### src/rtl/pipo_bank_arbiter.sv
// Round-robin arbiter that owns a bank of PIPO registers: one requester at a time
// is granted, its write is steered onto the bank's load enables or its read returned.
module pipo_bank_arbiter #(
   parameter int NREQ  = 4,
   parameter int NREG  = 4,
   parameter int AW    = 2,
   parameter int WIDTH = 4
) (
   input  logic                    clk,
   input  logic                    clr,
   input  logic [NREQ-1:0]         req,
   input  logic [NREQ-1:0]         wr,
   input  logic [NREQ*AW-1:0]      addr,
   input  logic [NREQ*WIDTH-1:0]   wdata,
   output logic [NREQ-1:0]         gnt,
   output logic [NREQ-1:0]         ack,
   output logic [WIDTH-1:0]        rdata,
   output logic                    busy,
   output logic [NREG-1:0]         reg_ld,
   output logic [WIDTH-1:0]        reg_d,
   input  logic [NREG*WIDTH-1:0]   reg_q
);

   localparam int IW = (NREQ > 1) ? $clog2(NREQ) : 1;

   typedef enum logic [1:0] {IDLE, XFER, RELEASE} state_t;

   state_t           state_q;
   logic [IW-1:0]    ptr_q;
   logic [NREQ-1:0]  gnt_q;
   logic [NREQ-1:0]  ack_q;
   logic [WIDTH-1:0] rdata_q;
   logic [WIDTH-1:0] reg_d_q;
   logic [NREG-1:0]  reg_ld_q;
   logic             wr_q;
   logic [AW-1:0]    addr_q;

   logic [AW-1:0]    addrArr  [NREQ];
   logic [WIDTH-1:0] wdataArr [NREQ];
   logic [WIDTH-1:0] regArr   [NREG];

   logic             found;
   logic [IW-1:0]    winIdx;
   logic [IW-1:0]    cand;
   logic [IW-1:0]    ptr_d;
   logic [NREQ-1:0]  gnt_d;
   logic [NREG-1:0]  reg_ld_d;
   logic [WIDTH-1:0] rdata_d;

   genvar gi;
   generate
      for (gi = 0; gi < NREQ; gi++) begin : g_req
         assign addrArr[gi]  = addr[gi*AW +: AW];
         assign wdataArr[gi] = wdata[gi*WIDTH +: WIDTH];
      end
      for (gi = 0; gi < NREG; gi++) begin : g_reg
         assign regArr[gi] = reg_q[gi*WIDTH +: WIDTH];
      end
   endgenerate

   // Rotating scan starting at ptr; the first requester found wins.
   always_comb begin
      found  = 1'b0;
      winIdx = '0;
      cand   = '0;
      for (int i = 0; i < NREQ; i++) begin
         cand = IW'((int'(ptr_q) + i) % NREQ);
         if (!found && req[cand]) begin
            found  = 1'b1;
            winIdx = cand;
         end
      end
   end

   always_comb begin
      ptr_d         = (winIdx == IW'(NREQ - 1)) ? '0 : winIdx + IW'(1);
      gnt_d         = '0;
      gnt_d[winIdx] = 1'b1;
      reg_ld_d      = '0;
      for (int k = 0; k < NREG; k++) begin
         if (wr[winIdx] && (addrArr[winIdx] == AW'(k))) begin
            reg_ld_d[k] = 1'b1;
         end
      end
   end

   // An address with no matching register reads back as zero.
   always_comb begin
      rdata_d = '0;
      for (int k = 0; k < NREG; k++) begin
         if (addr_q == AW'(k)) begin
            rdata_d = regArr[k];
         end
      end
   end

   always_ff @(posedge clk or negedge clr) begin
      if (!clr) begin
         state_q  <= IDLE;
         ptr_q    <= '0;
         gnt_q    <= '0;
         ack_q    <= '0;
         rdata_q  <= '0;
         reg_d_q  <= '0;
         reg_ld_q <= '0;
         wr_q     <= 1'b0;
         addr_q   <= '0;
      end else begin
         ack_q    <= '0;
         reg_ld_q <= '0;
         case (state_q)
            IDLE: begin
               if (found) begin
                  state_q  <= XFER;
                  gnt_q    <= gnt_d;
                  ptr_q    <= ptr_d;
                  wr_q     <= wr[winIdx];
                  addr_q   <= addrArr[winIdx];
                  reg_ld_q <= reg_ld_d;
                  if (|reg_ld_d) begin
                     reg_d_q <= wdataArr[winIdx];
                  end
               end
            end
            XFER: begin
               state_q <= RELEASE;
               ack_q   <= gnt_q;
               if (!wr_q) begin
                  rdata_q <= rdata_d;
               end
            end
            RELEASE: begin
               state_q <= IDLE;
               gnt_q   <= '0;
            end
            default: begin
               state_q <= IDLE;
            end
         endcase
      end
   end

   assign gnt    = gnt_q;
   assign ack    = ack_q;
   assign rdata  = rdata_q;
   assign reg_ld = reg_ld_q;
   assign reg_d  = reg_d_q;
   assign busy   = (state_q != IDLE);

endmodule

### config.mk
export PLATFORM = sky130hd
export DESIGN_NAME = pipo_bank_arbiter
export DESIGN_NICKNAME = d
export VERILOG_FILES = /design/src/rtl/pipo_bank_arbiter.sv
export SDC_FILE = /design/constraint.sdc
export NUM_CORES = 1
export LEC_CHECK = 0
export BUFFER_PORTS_ARGS = -buffer_cell sky130_fd_sc_hd__buf_2
export CORE_MARGIN = 2
export CORE_UTILIZATION = 35
export CTS_BUF_LIST = sky130_fd_sc_hd__clkbuf_8
export DETAILED_ROUTE_END_ITERATION = 8
export PLACE_DENSITY = 0.7
export SLEW_MARGIN = 10
export SYNTH_ARGS = -nofsm -noshare
export SYNTH_HDL_FRONTEND = slang
export SYNTH_SLANG_ARGS = --single-unit
### constraint.sdc
create_clock -name clk -period 1.97 [get_ports clk]
set_input_delay 0.197 -clock clk [delete_from_list [all_inputs] [get_ports clk]]
set_output_delay 0.197 -clock clk [all_outputs]
set_load 0.02 [all_outputs]
==> reports/metrics.yaml <==
vias_per_cell: 4.74
track_usage: 0.138
pin_count: 71
hold_viol: 0
crit_start: "ptr_q[1]"
internal_power_mw: 1.73
multiInputGateArea_sq_um: 800
yosys-top-cells-area: "dfrtp_1, mux2i_1, mux2_2"
drtPass1Iterations: 4
hp-class: "in -> reg"
syn_area_per_cell_sq_um: 12.7
p_sw_mw: 1.13
vdd_drop_max_mv: 0.726
synth.most_common_cell: "dfrtp_1"
synth_nets: 169
power_frac_seq: 0.329
criticalPathCategory: "reg -> reg"
required_ps: 2130
p_comb_frac: 0.566
power_frac_clock: 0.105
rsz0062_at_grt: "true"
total_power_mw: 2.86
start_util: 0.365
cap_violations: 0
syn2layout_area_growth_pct: 40.2
placed_cells: 239
worst_slew_pin_slew_ps: 594
finalCriticalPeriod_ps: 1950
drtAntennaViolNets: 0
finish.utilization: 0.511
synth-warning-count: 0
yosysSeqAreaShare: 0.463
dr_total_vias: 1165
cts_tree: "done"
core_area_sq_um: 4000
swShare: 0.394
synth_top_area_cell: "dfrtp_1"
grt_use_met1: 0.172
setup_slack_ps: 23.7
drive_gt1_frac: 0.582
synth.distinct_cells: 27
crit_fanout: 5
clockRootBuffer: "clkbuf_8"
final-seq-area_sq_um: 676
fin_cells: 246
wl_per_cell_um: 12.5
use_met3: 0.0422
holdCritStartpoint: "addr[1]"
cts.sinks: 27
clock_latency_ps: 270
synth_top_area_share: 0.463
dieHeight_um: 68.6
antennaDiodeCount: 0
netlist_area_sq_um: 1460
clock_path_buffers: 2
status: "finished clean"
dieWidth_um: 68.6
setup_viol: 0
fin_skew_ps: 3.97
met2_usage: 0.238
drc: 0
cts_htree_levels: 1
p_leak_nw: 1.07
numCtsBuffers: 3
synth_edf_count: 0
place_ws_ps: -63.9
r2r_slack_ps: 20
place.detailed.hpwl_um: 2460
grt_max_degree: 28
cp-end-kind: "flip-flop"
grt_pass1_vias: 1104
crit_path_start_kind: "flip-flop"
clkTransAtPathRegs_ps: 90
synth_cells: 115
num_rows: 23
grt-ovfl-total: 0
rr_endpoint: "reg_d[1]"
min_period_over_period: 0.988
die_area_sq_um: 4700
p_per_area_nw_per_um2: 1400
slew_violations: 0
fin_area_sq_um: 2050
fmax_ghz: 0.514
synth_flop_cell: "dfrtp_1"
grt_pass1_wl_um: 4880
ys_seq_elements: 27
fillCellCount: 357
busiest_layer: "met2"
slew_headroom: 0.604
drt-initial-drc-count: 22
finalNetCount: 251
drt-total-wl_um: 3060
gp_congestion: 0.737
crit_path_end: "reg_d[1]"
rr_startpoint: "ptr_q[1]"
antenna_found_initial: 0
postPlaceCellArea_sq_um: 1920
port_buffers: 70
arrival_ps: 2100
async_flop_share: 1.00
synth_common_cells: "dfrtp_1, mux2i_1, nand2_1"
rr_worst_depth: 5
[logic make-up (layout without fill, tap and decap cells)]
| kind of cell | count (synthesis) | in the layout | synth area share |
|---|---|---|---|
| AND/OR/NAND/NOR | 28 | 28 | 0.104 |
| adder cells (fa/ha/maj) | 4 | 4 | 0.0343 |
| flip-flops | 27 | 27 | 0.463 |
| buffers and inverters | 8 | 89 | 0.0257 |
| multiplexers | 33 | 33 | 0.270 |
| AO/OA/AOI/OAI | 15 | 15 | 0.103 |
[state kept, by name, summed over array words and instances (netlist names)]
| signal | flops |
|---|---|
| addr_q | 2 |
| ptr_q | 2 |
| rdata | 4 |
| reg_d | 4 |
| wr_q | 1 |
| ack | 4 |
| state_q | 2 |
| reg_ld | 4 |
| gnt | 4 |
[how the worst min path moves through the flow]
stage / end / slack [ps] / cells after the start
floorplan: ack[0] / -100 / 0
global placement: reg_ld[2] / 240 / 1
detailed placement: reg_ld[2] / 250 / 1
CTS: reg_ld[0] / 270 / 4
global route: reg_ld[0] / 290 / 4
finish: reg_ld[0] / 270 / 4
[worst max-delay path, cell delays in order (launching register included)]
cell	delay, ps
dfrtp_1	430
mux2i_1	170
a211oi_4	320
mux2_4	350
a2bb2oi_4	200
mux2_2	360
[through the flow]
| step | TNS (ps) | hold WS [ps] |
|---|---|---|
| 2_1_floorplan | 0 | -98.6 |
| 3_3_place_gp | 0 | 236 |
| 3_5_place_dp | -233 | 248 |
| 4_1_cts | -4.69 | 273 |
| 5_1_grt | -323 | 292 |
| 6_report | 0 | 271 |
[power by group through the flow]
| stage | Clock, mW | Combinational [mW] | Sequential [mW] |
|---|---|---|---|
| CTS | 0.309 | 1.58 | 0.944 |
| finish | 0.299 | 1.62 | 0.942 |
| floorplan | 0 | 0.887 | 1.10 |
| global placement | 0 | 1.50 | 0.950 |
| detailed placement | 0 | 1.53 | 0.948 |
| global route | 0.335 | 1.76 | 0.979 |
[layout by cell type, fill, tap and decap left out, types with 4 or more instances in the layout]
cell,instances
buf_2,70
dfrtp_1,27
mux2i_1,16
nand2_1,13
mux2_2,8
buf_4,7
inv_1,5
and2_1,4
a22o_2,4
mux4_2,4
ha_1,4
[per-layer routing]
metal	vias up	part of all wire
li1	576	-
met1	546	0.41
met2	41	0.52
met3	2	0.065
met4	0	0.0042
met5	-	0
[what timing repair did]
item	in CTS	in global routing
hold buffers	1	0
endpoints found under the hold margin	27	0
resized for setup	3	9
pin swaps	3	2
endpoints found under the setup margin	5	10
buffers inserted	2	0
[final cells by class]
cell class,instances,area share
clock buffer,3,0.0202
clock inverter,1,0.00183
inverter,5,0.00917
multi-input combinational,80,0.391
sequential,27,0.330
tap,50,0.0306
timing repair buffer,80,0.217
No activity file was read; power rests on OpenSTA's default activity.
